File: config.mk
export PLATFORM = sky130hd
export DESIGN_NAME = queue_ctrl
export DESIGN_NICKNAME = d
export VERILOG_FILES = /design/src/rtl/queue_ctrl_pkg.sv /design/src/rtl/queue_ctrl_ptr_inc.sv /design/src/rtl/queue_ctrl.sv
export SDC_FILE = /design/constraint.sdc
export NUM_CORES = 1
export LEC_CHECK = 0
export BUFFER_PORTS_ARGS = -buffer_cell sky130_fd_sc_hd__buf_2
export CAP_MARGIN = 0
export CORE_MARGIN = 5
export CORE_UTILIZATION = 25
export DETAILED_ROUTE_END_ITERATION = 10
export PLACE_DENSITY = 0.54
export SYNTH_ARGS = -nofsm -noshare
export SYNTH_HDL_FRONTEND = slang
export SYNTH_SLANG_ARGS = --single-unit
File: constraint.sdc
create_clock -name clk -period 4.7 [get_ports clk]
set_clock_uncertainty 0.2 [all_clocks]
set_input_delay 0 -clock clk [delete_from_list [all_inputs] [get_ports clk]]
set_output_delay 0 -clock clk [all_outputs]
set_load 0.01 [all_outputs]
File: src/rtl/queue_ctrl_pkg.sv
// Shared sizing constants for the circular FIFO controller.
package queue_ctrl_pkg;
    localparam int unsigned DW_DEFAULT = 8;
    localparam int unsigned AW_DEFAULT = 4;
    localparam int unsigned DEPTH      = 1 << AW_DEFAULT;
endpackage

File: src/rtl/queue_ctrl_ptr_inc.sv
// Wrapping AW-bit pointer register; advances by one when en_i is high.
module ptr_inc #(
    parameter int unsigned AW = 4
) (
    input  logic          clk,
    input  logic          rst,
    input  logic          en_i,
    output logic [AW-1:0] ptr_o
);
    logic [AW-1:0] ptr_q, ptr_d;

    always_comb begin
        ptr_d = ptr_q;
        if (en_i) ptr_d = ptr_q + AW'(1);
    end

    always_ff @(posedge clk or posedge rst) begin
        if (rst) ptr_q <= '0;
        else     ptr_q <= ptr_d;
    end

    assign ptr_o = ptr_q;
endmodule

File: src/rtl/queue_ctrl.sv
// Circular FIFO controller driving an external single-port 16x8 async-read RAM.
module queue_ctrl
    import queue_ctrl_pkg::*;
#(
    parameter int unsigned DW = DW_DEFAULT,
    parameter int unsigned AW = AW_DEFAULT
) (
    input  logic          clk,
    input  logic          rst,
    input  logic          enq,
    input  logic          deq,
    input  logic [DW-1:0] in,
    output logic [DW-1:0] out,
    output logic          full,
    output logic          emp,
    output logic [AW:0]   cnt,
    output logic [AW-1:0] ram_a,
    output logic [DW-1:0] ram_d,
    output logic          ram_we,
    input  logic [DW-1:0] ram_spo
);
    localparam int unsigned Q_DEPTH = 1 << AW;

    logic [AW:0]   cnt_q, cnt_d;
    logic [DW-1:0] out_q, out_d;
    logic [AW-1:0] wp, rp;
    logic          do_enq, do_deq;

    // Flags decode the registered count only, never pointer equality.
    assign full = (cnt_q == (AW+1)'(Q_DEPTH));
    assign emp  = (cnt_q == '0);

    // Single-port RAM: a dequeue wins over a simultaneous enqueue.
    assign do_deq = deq & ~emp & ~rst;
    assign do_enq = enq & ~full & ~do_deq & ~rst;

    assign ram_we = do_enq;
    assign ram_d  = in;
    assign ram_a  = do_enq ? wp : rp;

    ptr_inc #(.AW(AW)) u_wp (.clk(clk), .rst(rst), .en_i(do_enq), .ptr_o(wp));
    ptr_inc #(.AW(AW)) u_rp (.clk(clk), .rst(rst), .en_i(do_deq), .ptr_o(rp));

    always_comb begin
        cnt_d = cnt_q;
        out_d = out_q;
        if (do_enq) cnt_d = cnt_q + (AW+1)'(1);
        if (do_deq) begin
            cnt_d = cnt_q - (AW+1)'(1);
            out_d = ram_spo;
        end
    end

    always_ff @(posedge clk or posedge rst) begin
        if (rst) begin
            cnt_q <= '0;
            out_q <= '0;
        end else begin
            cnt_q <= cnt_d;
            out_q <= out_d;
        end
    end

    assign cnt = cnt_q;
    assign out = out_q;
endmodule

==> Word level (Yosys, flattened, before mapping) <==
Cells that the tools add are included.
{ "totals": {"in_bits": 20, "regBits": 21} }
{ "op_classes": {"n_reduce_logical": 2, "n_bitwise": 9, "add_sub_neg": 4, "eq_ne": 1, "n_mux": 3} }
{ "op_table": {"columns": ["op", "n"], "rows": [
  ["$mux 5", 2],
  ["$add 4x1->4 const B", 2],
  ["$add 5x1->5 const B", 1],
  ["$and 1x1->1", 5],
  ["$eq 5x5->1 const B", 1],
  ["$logic_not 5->1", 1],
  ["$sub 5x1->5 const B", 1],
  ["$mux 4", 1],
  ["$not 1->1", 4],
  ["$reduce_bool 2->1", 1]
]} }

==> Logic depth before layout (Yosys ltp) <==
Gate-level depths: netlist of run 1.
{ "depth": {"word_depth": 9, "depth_mapped": 9, "mapped_depth_nobuf": 7} }

==> Hierarchy <==
Synthesis of run 1 repeated with hierarchy kept, for this count alone.
{ "hier_totals": {"hier_cells": 124, "hier_area_um2": 1202.4} }
{ "modules_own_cells": {"columns": ["mod", "cells_each", "seq_area_each_um2", "area_per_inst_um2", "instances"], "rows": [
  ["queue_ctrl", 100, 325.3, 874.6, 1],
  ["ptr_inc", 12, 100.1, 163.9, 2]
]} }

==> Worst setup path after synthesis of run 1 <==
OpenSTA, ideal clock, no wires.
{ "synth_timing": {"path_kind": "register -> register", "startpoint": "register cnt_q[0] (netlist: cnt[0])", "endpoint": "register cnt_q[4] (netlist: cnt[4])", "arrival_time_ns": 2.648, "setup_time_ns": 0.124, "t_required_ns": 4.376, "stages_incl_launch_ff": 9, "slack_ns": 1.728, "synth_period_minus_slack_ns": 2.972, "cell_sequence": "dfrtp_1 nor4_4 a21oi_1 buf_2 fa_1 a21o_1 a21oi_1 mux2_2 a211o_1"} }
{ "synth_via": {"elab_chain_len": 8, "word_cells_on_any_way": 15, "classes_between": "add/sub (2); eq/ne (1); mux (2); bitwise (8); reduce/logical (2)"} }
{ "synth_lines": {"columns": ["item", "line", "rtl"], "rows": [
  ["from (decl)", "queue_ctrl.sv:24", "logic [AW:0] cnt_q, cnt_d;"],
  ["from (signal assigned)", "queue_ctrl.sv:59", "cnt_q <= cnt_d;"],
  ["$logic_not 5->1 (*)", "queue_ctrl.sv:31", "assign emp = (cnt_q == '0);"],
  ["$not 1->1 (*)", "queue_ctrl.sv:34", "assign do_deq = deq & ~emp & ~rst;"],
  ["$and 1x1->1 (*) (2 in series)", "queue_ctrl.sv:34", null],
  ["named net do_deq", "queue_ctrl.sv:27", "logic do_enq, do_deq;"],
  ["$not 1->1", "queue_ctrl.sv:35", "assign do_enq = enq & ~full & ~do_deq & ~rst;"],
  ["$and 1x1->1 (2 in series)", "queue_ctrl.sv:35", null],
  ["$reduce_bool 2->1 (no line)", null, null]
]} }
Mark *: on every way through the listed nets, which the timed path passes. The rest lies on a longest branch. The select of a mux whose other input is x is not followed.
A chain may end at the register's enable or synchronous reset.

==> Worst setup path after layout of run 1 <==
{ "layout_timing": {"startpoint": "register cnt_q[0] (netlist: cnt[0])", "endpoint": "register cnt_q[4] (netlist: cnt[4])"} }
{ "layout_via": {"elab_chain_len": 8, "word_cells_on_any_way": 15, "classes_between": "add/sub (2); eq/ne (1); mux (2); bitwise (8); reduce/logical (2)"} }
{ "layout_lines": {"columns": ["item", "line"], "rows": [
  ["$logic_not 5->1", "queue_ctrl.sv:31"],
  ["$not 1->1", "queue_ctrl.sv:34"],
  ["$and 1x1->1 (2 in series)", "queue_ctrl.sv:34"],
  ["$not 1->1", "queue_ctrl.sv:35"],
  ["$and 1x1->1 (2 in series)", "queue_ctrl.sv:35"],
  ["$reduce_bool 2->1 (no line)", null]
]} }
Several ways; a longest one is shown, not always the timed one. The select of a mux whose other input is x is not followed.

==> summary.txt, run 1 <==
GRT
  – Global Route Usage Sum: 0.08050
  – First-pass GRT wire length: 4036 um
  – Global route overflow: 0
  – Antenna violations before repair: 0
  – Vias in the first global route: 883
  – Largest net degree at the start of global routing: 22

Synth
  – Synthesized flop and latch total: 21
  – Distinct cells, synth: 29
  – Synth top area cells: dfrtp_1, mux2_2, ha_1
  – Mapped Nets: 129
  – Primary FF master, synth: dfrtp_1
  – Avg Cell Area, Syn: 11.35 um^2
  – Mapped Area: 0.001169 mm^2
  – Async set-reset flop share out of synthesis: 1.000
  – Register area share after synthesis: 0.4497
  – Most frequent cells after synthesis: dfrtp_1, mux2_2, nand2_1
  – Area leader, netlist: dfrtp_1
  – Cells after Synth: 103
  – Number of synthesized flops with an enable pin: 0
  – Area share of the largest cell type after synthesis: 0.4497
  – Most numerous cell in the Yosys netlist: dfrtp_1
  – Synthesis warning total: 0

Worst setup path
  – Startpoint Class: flop
  – Worst Reg-to-Reg Cells: 8
  – Worst-path fanout max: 16
  – Worst Path Required: 4.64 ns
  – CP Capture Type: flop
  – FF-to-FF setup slack: 1.67 ns
  – Crit path arrival time: 2.98 ns
  – Worst flop-to-flop path endpoint: cnt[4]
  – Crit path kind: flop to flop
  – Reg-to-reg startpoint: cnt[0]

STA
  – Endpoints failing hold: 0
  – Slew @ Worst Pin: 0.8035 ns
  – Post-route minimum period: 3.033 ns
  – Fmax: 0.3297 GHz
  – Ratio of final minimum period to clock period: 0.6454
  – Relative slew slack: 0.4638
  – RSZ-0062 raised after global routing: no
  – Final setup viols: 0
  – Fin Setup TNS: 0 ns
  – Final slew viol count: 0

Hold path
  – HP Start: enq
  – Worst Hold Class: input port to flop
  – Hold depth: 4
  – Hold EP: cnt[4]

CTS
  – Max Buffers Root-to-Sink: 2
  – CTS tree: built
  – Number of setup buffers added after CTS: 0
  – CTS Sinks: 21
  – Clock transition at the registers of the reported paths: 0.07 ns
  – Root Buffer: clkbuf_8
  – Insertion delay to the later sink of the worst-skew pair: 0.25 ns
  – Post_cts resized: 0
  – Total CTS buffers: 3
  – H-tree levels: 1

Flow run
  – Max_cap viols: 0

Routing
  – Routed Antenna Nets: 0
  – DR WL/cell: 12.48 um
  – Detailed Route Iter0 Violations: 31
  – Routed via count: 880
  – DRT Pass-1 Iters: 4
  – Routed WL: 2472 um
  – Vias per cell: 4.444
  – Post-route DRC violation count: 0

Final layout
  – Fin nets: 173
  – Final core utilization: 0.3485
  – Share of cells above drive strength 1: 0.3836
  – Antenna diodes: 0
  – Layout area overhead: 32.55%

Die
  – Die Y: 78.37 um
  – Starting Density: 0.2630
  – Die Width: 78.37 um
  – Rows: 24
  – Die Area: 0.006142 mm^2
  – Core area: 0.004444 mm^2
  – Io pins: 48

Outcome
  – Status: finished clean

Placement
  – Placer Congestion: 0.7795
  – Hpwl dp: 1793 um
  – Buffers on Ports: 31

Pwr
  – PwrDens: 525.7 mW/mm^2
  – Peak VDD IR: 232.8 uV
  – Static leakage: 0.7364 nW
[power breakdown]
part / switching, mW / internal, mW
Combinational: 0.164 / 0.187
Clock: 0.0564 / 0.0589
Sequential: 0.0922 / 0.256
[placed cells by master (no fill, tap or decap), types with 3 or more instances in the layout]
cell type,Yosys,layout
xnor2_1,6,6
ha_1,5,5
xor2_1,3,3
mux2_2,14,14
dfrtp_1,21,21
nor2_1,4,4
clkbuf_8,0,3
nand2_1,14,14
dlygate4sd3_1,0,18
a21oi_1,3,3
buf_2,1,31
inv_1,3,3
[per-layer routing]
layer  up-vias  track usage  part of all wire
li1        430            -                 -
met1       409      0.09894              0.44
met2        39       0.1370              0.47
met3         2      0.02517             0.084
met4         0      0.02098            0.0085
met5         -            0                 0
[worst max-delay path, stage by stage (launching register included)]
cell and delay (ns):
dfrtp_1 0.49, nor4_4 0.42, a21oi_1 0.12, buf_4 0.21, fa_1 0.41, a21o_1 0.17
a21oi_1 0.25, mux2_2 0.37, a211o_1 0.29
[cell type report]
cell class	instances	area, um^2
clock buffer	3	41.29
clock inverter	1	5.005
fill	436	2895
inverter	4	15.01
multi-input combinational	67	554.3
sequential	21	525.5
tap	52	65.06
timing repair buffer	50	342.8
[stage by stage]
step / hold WS, ns / cell area [um^2] / power, mW / instances / setup WS, ns
floorplan: -0.1082 / 1169 / 0.5834 / 103 / 1.728
global placement: -0.1999 / 1323 / 0.6807 / 176 / 1.754
detailed placement: -0.1999 / 1323 / 0.6956 / 176 / 1.668
CTS: 0.05366 / 1549 / 0.8299 / 198 / 1.651
global route: 0.08283 / 1549 / 0.8830 / 198 / 1.513
finish: 0.06476 / 1549 / 0.8143 / 198 / 1.667
[logic make-up (layout without fill, tap and decap cells)]
family,count (synthesis),after routing,share of synthesized area
and+or+nand+nor,28,28,0.1328
DFF,21,21,0.4497
muxes,15,15,0.1435
buffers and inverters,15,58,0.07600
AOI/OAI and AO/OA,9,9,0.05995
xor gates and xnor gates,9,9,0.06746
adders and majority gates,6,6,0.07066
[how the worst max path moves through the flow]
stage | startpoint | to | slack (ns)
finish | cnt[0] | cnt[4] | 1.67
global route | cnt[0] | cnt[4] | 1.51
CTS | cnt[0] | cnt[4] | 1.65
detailed placement | cnt[0] | cnt[4] | 1.67
global placement | cnt[0] | cnt[4] | 1.75
floorplan | cnt[0] | cnt[4] | 1.73
[what timing repair did]
| action | in CTS | in global routing |
|---|---|---|
| endpoints found under the setup margin | 0 | 0 |
| hold endpoints to repair | 39 | 0 |
| hold buffers | 18 | 0 |
[flip-flops by register name, indices dropped and copies added, names as in the netlist]
name and flops:
cnt 5, out 8, u_rp.ptr_o 4, u_wp.ptr_o 4
Power figures use the tool's default switching activity.
==> run 2: changes to the inputs <==
==> constraint.sdc (replaced) <==
create_clock -name clk -period 2.9 [get_ports clk]
set_clock_uncertainty 0.2 [all_clocks]
set_input_delay 0 -clock clk [delete_from_list [all_inputs] [get_ports clk]]
set_output_delay 0 -clock clk [all_outputs]
set_load 0.01 [all_outputs]
==> summary.txt, run 2 (synthesis gave the netlist of run 1 again) <==
CTS
  – Root Buffer: clkbuf_8
  – Total CTS buffers: 3 (unchanged)
  – Insertion delay to the later sink of the worst-skew pair: 0.26 ns (about the same)
  – CTS tree: built
  – Max Buffers Root-to-Sink: 2 (unchanged)
  – H-tree levels: 1 (unchanged)
  – CTS Sinks: 21 (unchanged)
  – Clock transition at the registers of the reported paths: 0.08 ns (about the same)

STA
  – Fmax: 0.3646 GHz (+11%)
  – Post-route minimum period: 2.742 ns (-0.2910 ns)
  – Ratio of final minimum period to clock period: 0.9457 (+0.3003)
  – RSZ-0062 raised after global routing: no
  – Final slew viol count: 0 (unchanged)
  – Relative slew slack: 0.4424 (-0.02136)
  – Slew @ Worst Pin: 0.8355 ns (+0.03200 ns)
  – Fin Setup TNS: 0 ns (unchanged)
  – Final setup viols: 0 (unchanged)
  – Endpoints failing hold: 0 (unchanged)

Routing
  – Post-route DRC violation count: 0 (unchanged)
  – Routed WL: 2500 um (+1.1%)
  – DR WL/cell: 12.44 um (-0.38%)
  – Vias per cell: 4.418 (-0.60%)
  – Routed Antenna Nets: 0 (unchanged)
  – DRT Pass-1 Iters: 4 (unchanged)
  – Routed via count: 888 (+0.91%)
  – Detailed Route Iter0 Violations: 12 (-61%)

GRT
  – Antenna violations before repair: 0 (unchanged)
  – Global route overflow: 0 (unchanged)
  – Global Route Usage Sum: 0.08219 (+0.001687)
  – Vias in the first global route: 952 (+7.8%)
  – Largest net degree at the start of global routing: 22 (unchanged)
  – First-pass GRT wire length: 4084 um (+1.2%)

Pwr
  – Clock Power Share: 0.143 (about the same)
  – Sw Pwr: 519.9 uW (+67%)
  – Internal power: 833.9 uW (+66%)
  – Total power: 1.354 mW (+66%)
  – Comb power frac: 0.448 (+0.018)
  – PwrDens: 858.7 mW/mm^2 (+63%)
  – Peak VDD IR: 313.1 uV (+34%)
  – Static leakage: 0.7498 nW (+1.8%)
  – Switching Fraction: 0.3840 (+0.0007586)
  – Reg power frac: 0.409 (-0.019)

Hold path
  – Worst Hold Class: input port to flop
  – Hold EP: cnt[4]
  – HP Start: enq
  – Hold depth: 4 (unchanged)

Final layout
  – Filler cells: 455 (+4.4%)
  – Fin cells: 201 (+1.5%)
  – Number of flip-flops in the largest register: 8 (unchanged)
  – Highest-count cells in the layout ignoring fill and taps: buf_2, dfrtp_1, dlygate4sd3_1
  – Fin nets: 176 (+1.7%)
  – Most common cell after layout, fill and taps aside: buf_2
  – Antenna diodes: 0 (unchanged)
  – Layout area overhead: 34.90%
  – Share of cells above drive strength 1: 0.4094 (+0.02583)

Die
  – Die Width: 78.37 um (unchanged)
  – Rows: 24 (unchanged)
  – Starting Density: 0.2630 (unchanged)
  – Io pins: 48 (unchanged)
  – Die Area: 0.006142 mm^2 (unchanged)
  – Die Y: 78.37 um (unchanged)
  – Core area: 0.004444 mm^2 (unchanged)

Placement
  – Hpwl dp: 1844 um (+2.9%)
  – Buffers on Ports: 31 (unchanged)
  – Placed cell count: 179 (+1.7%)
  – Placer Congestion: 0.7713 (-1.1%)

Worst setup path
  – Startpoint Class: flop
  – Worst-path fanout max: 5 (-11)
  – Worst flop-to-flop path endpoint: cnt[4]
  – Reg-to-reg startpoint: cnt[3]
  – FF-to-FF setup slack: 0.16 ns (-1.51 ns)
  – Crit path kind: flop to flop
  – Worst Reg-to-Reg Cells: 7 (-1)
  – Worst Path Required: 2.86 ns (-1.78 ns)
  – CP Capture Type: flop
  – Crit path arrival time: 2.70 ns (-0.28 ns)

Outcome
  – Status: finished clean

Flow run
  – Max_cap viols: 0 (unchanged)
-- run 2: changes by cell type in the layout (fill, tap and decap cells not counted) --
| cell | previous run | this run |
|---|---|---|
| buf_4 | 1 | 4 |
| a21oi_2 | 0 | 1 |
| dfrtp_2 | 0 | 1 |
| dfrtp_1 | 21 | 20 |
| a21oi_1 | 3 | 2 |
-- run 2: worst max-delay path by stage --
stage	from	to	cells past startpoint	slack (ns)
6_report	cnt[3]	cnt[4]	7	0.16
5_1_grt	cnt[3]	cnt[4]	7	0.04
4_1_cts	cnt[3]	cnt[4]	7	0.16
3_5_place_dp	cnt[3]	cnt[4]	7	0.17
3_3_place_gp	cnt[3]	cnt[4]	7	0.26
2_1_floorplan	cnt[3]	cnt[4]	8	0.003
-- run 2: metal layers --
metal	track usage	wire, um
met2	0.1541	1260
met1	0.08693	1047
met4	0.03147	21
met3	0.02288	171
met5	0	0
-- run 2: timing repair --
item | 4_1_cts | 5_1_grt
setup buffers | 0 | 0
hold buffers | 18 | 0
hold endpoints to repair | 39 | 0
resized for setup | 0 | 0
-- run 2: cell type report --
cell class | instances | area, um^2 | area share
Multi-Input combinational cell | 67 | 558.0 | 0.3540
Sequential cell | 21 | 526.8 | 0.3341
Timing Repair Buffer | 53 | 365.4 | 0.2317
Tap cell | 52 | 65.06 | 0.04127
Clock buffer | 3 | 41.29 | 0.02619
Inverter | 4 | 15.01 | 0.009524
Clock inverter | 1 | 5.005 | 0.003175
-- run 2: critical path: stages, from the launching register on --
cell and delay, ns:
dfrtp_1 0.47, nor4_4 0.35, a21oi_2 0.14, fa_1 0.41, a21o_1 0.17, a21oi_1 0.25, mux2_2 0.37, a211o_1 0.28
-- run 2: metrics by stage --
step,utilization,hold slack (ns),worst slack [ns],cell area (um^2)
after floorplan,-,-0.1082,0.002722,1174
after global placement,0.3038,-0.1999,0.2583,1350
after detailed placement,0.3038,-0.1999,0.1731,1350
after CTS,0.3547,0.03818,0.1573,1577
after global routing,0.3547,0.07921,0.03900,1577
final,0.3547,0.04611,0.1575,1577
-- run 2: power groups by stage --
| stage | logic [mW] | clock network (mW) | registers (mW) |
|---|---|---|---|
| after floorplan | 0.382 | 0 | 0.568 |
| after global placement | 0.573 | 0 | 0.547 |
| after detailed placement | 0.597 | 0 | 0.560 |
| after CTS | 0.621 | 0.205 | 0.554 |
| after global routing | 0.681 | 0.219 | 0.573 |
| final | 0.606 | 0.194 | 0.553 |
==> run 3: changes to the inputs <==
--- a/config.mk
+++ b/config.mk
@@ -7,10 +7,10 @@
 export LEC_CHECK = 0
 export BUFFER_PORTS_ARGS = -buffer_cell sky130_fd_sc_hd__buf_2
 export CAP_MARGIN = 0
-export CORE_MARGIN = 5
 export CORE_UTILIZATION = 25
 export DETAILED_ROUTE_END_ITERATION = 10
 export PLACE_DENSITY = 0.54
+export REMOVE_ABC_BUFFERS = 1
 export SYNTH_ARGS = -nofsm -noshare
 export SYNTH_HDL_FRONTEND = slang
 export SYNTH_SLANG_ARGS = --single-unit
==> summary.txt, run 3 (synthesis gave the netlist of run 1 again) <==
Die
  – Core area: 0.004414 mm^2 (-0.68%)
  – Io pins: 48 (unchanged)
  – Starting Density: 0.2647 (+0.001789)
  – Die Y: 70.37 um (-10%)
  – Rows: 24 (unchanged)
  – Die Width: 70.37 um (-10%)
  – Die Area: 0.004952 mm^2 (-19%)

STA
  – Slew @ Worst Pin: 0.8042 ns (-0.03131 ns)
  – Fmax: 0.3731 GHz (+2.3%)
  – Fin Setup TNS: 0 ns (unchanged)
  – Ratio of final minimum period to clock period: 0.9243 (-0.02137)
  – Hold slack: 0.04727 ns (+0.001156 ns)
  – Relative slew slack: 0.4633 (+0.02090)
  – Post-route minimum period: 2.681 ns (-0.06197 ns)
  – Final setup viols: 0 (unchanged)
  – Setup WS post-layout: 0.2195 ns (+0.06197 ns)
  – Endpoints failing hold: 0 (unchanged)
  – RSZ-0062 raised after global routing: no
  – Final slew viol count: 0 (unchanged)

Flow run
  – Max_cap viols: 0 (unchanged)

CTS
  – Number of setup buffers added after CTS: 0 (unchanged)
  – Clock transition at the registers of the reported paths: 0.08 ns (about the same)
  – H-tree levels: 1 (unchanged)
  – CTS Sinks: 21 (unchanged)
  – Root Buffer: clkbuf_8
  – Max Buffers Root-to-Sink: 2 (unchanged)
  – Insertion delay to the later sink of the worst-skew pair: 0.26 ns (about the same)
  – CTS tree: built
  – Total CTS buffers: 3 (unchanged)

GRT
  – Antenna violations before repair: 0 (unchanged)
  – Vias in the first global route: 894 (-6.1%)
  – Global route overflow: 0 (unchanged)
  – Largest net degree at the start of global routing: 22 (unchanged)
  – Global Route Usage Sum: 0.1060 (+0.02384)
  – First-pass GRT wire length: 4140 um (+1.4%)

Pwr
  – Static leakage: 0.7516 nW (+0.24%)
  – PwrDens: 856.5 mW/mm^2 (-0.26%)
  – Peak VDD IR: 355.8 uV (+14%)
  – Total power: 1.352 mW (-0.10%)

Final layout
  – Final non-filler cell area: 0.001579 mm^2 (+0.16%)
  – Fin cells: 201 (unchanged)
  – Share of cells above drive strength 1: 0.4094 (unchanged)
  – Number of flip-flops in the largest register: 8 (unchanged)
  – Antenna diodes: 0 (unchanged)
  – Final core utilization: 0.3577 (+0.002980)
  – Highest-count cells in the layout ignoring fill and taps: buf_2, dfrtp_1, dlygate4sd3_1
  – Most common cell after layout, fill and taps aside: buf_2
  – Fin nets: 176 (unchanged)
  – Layout area overhead: 35.12%

Placement
  – Placed cell count: 179 (unchanged)
  – Placer Congestion: 0.6800 (-12%)
  – Placed cell areas: 0.001349 mm^2 (about the same)
  – Hpwl dp: 1748 um (-5.2%)
  – Buffers on Ports: 31 (unchanged)
  – Worst slack at placement: 0.1631 ns (-0.009995 ns)

Routing
  – Post-route DRC violation count: 0 (unchanged)
  – Detailed Route Iter0 Violations: 49 (+37)
  – Routed Antenna Nets: 0 (unchanged)
  – DR WL/cell: 12.35 um (-0.72%)
  – Routed WL: 2482 um (-0.72%)
  – DRT Pass-1 Iters: 4 (unchanged)
  – Routed via count: 893 (+0.56%)
  – Vias per cell: 4.443 (+0.56%)

Worst setup path
  – Worst-path fanout max: 6 (+1)
  – Crit path arrival time: 2.63 ns (-0.07 ns)
  – Crit path launch: cnt[0]
  – Reg-to-reg startpoint: cnt[0]
  – CP Capture Type: flop
  – Worst Path Required: 2.85 ns (about the same)
  – Crit path kind: flop to flop
  – Startpoint Class: flop

Hold path
  – HP Start: enq
  – Worst Hold Class: input port to flop

Outcome
  – Status: finished clean
run 3: cell types whose count changed in the layout (fill, tap and decap cells not counted):
cell and delta:
a21oi_2 +1, dfrtp_2 -1, dfrtp_1 +1, a21oi_1 -1
run 3: worst max-delay path, stage by stage (launching register included):
cell     delay, ns
dfrtp_1       0.49
nor4_4        0.34
a21oi_2       0.13
fa_1          0.41
a21o_1        0.19
a21oi_2       0.18
mux2_2        0.35
a211o_1       0.29
run 3: final cells by class:
class                      count  area, um^2
fill                         436        2835
multi-input combinational     67       561.8
sequential                    21       525.5
timing repair buffer          53       365.4
tap                           52       65.06
clock buffer                   3       41.29
inverter                       4       15.01
clock inverter                 1       5.005
run 3: path summary, 6_finish.rpt:
path / slack [ns] / to / depth (start not counted)
worst min-delay path: 0.05 / cnt[4] / 4
worst min register to register: 0.27 / u_wp.ptr_o[3] / 1
worst max register to register: 0.22 / cnt[4] / 7
worst max-delay path: 0.22 / cnt[4] / 7
max in group asynchronous: 1.69 / out[0] / 3
min in group asynchronous: 0.31 / u_rp.ptr_o[1] / 3
run 3: routing by layer:
metal,global-route usage,routed length [um],up-vias
met5,0,0,-
met4,0.05333,48,0
met3,0.01587,92,5
met2,0.1810,1236,24
met1,0.1286,1105,428
li1,-,-,436
run 3: repair_timing:
action / in CTS / in global routing
resized for setup: 0 / 1
hold endpoints to repair: 39 / 0
hold buffers: 18 / 0
endpoints found under the setup margin: 0 / 1
run 3: power by group:
part	internal (mW)	switching, mW
clock network	0.0957	0.0971
logic	0.320	0.275
registers	0.415	0.150
total	0.830	0.522
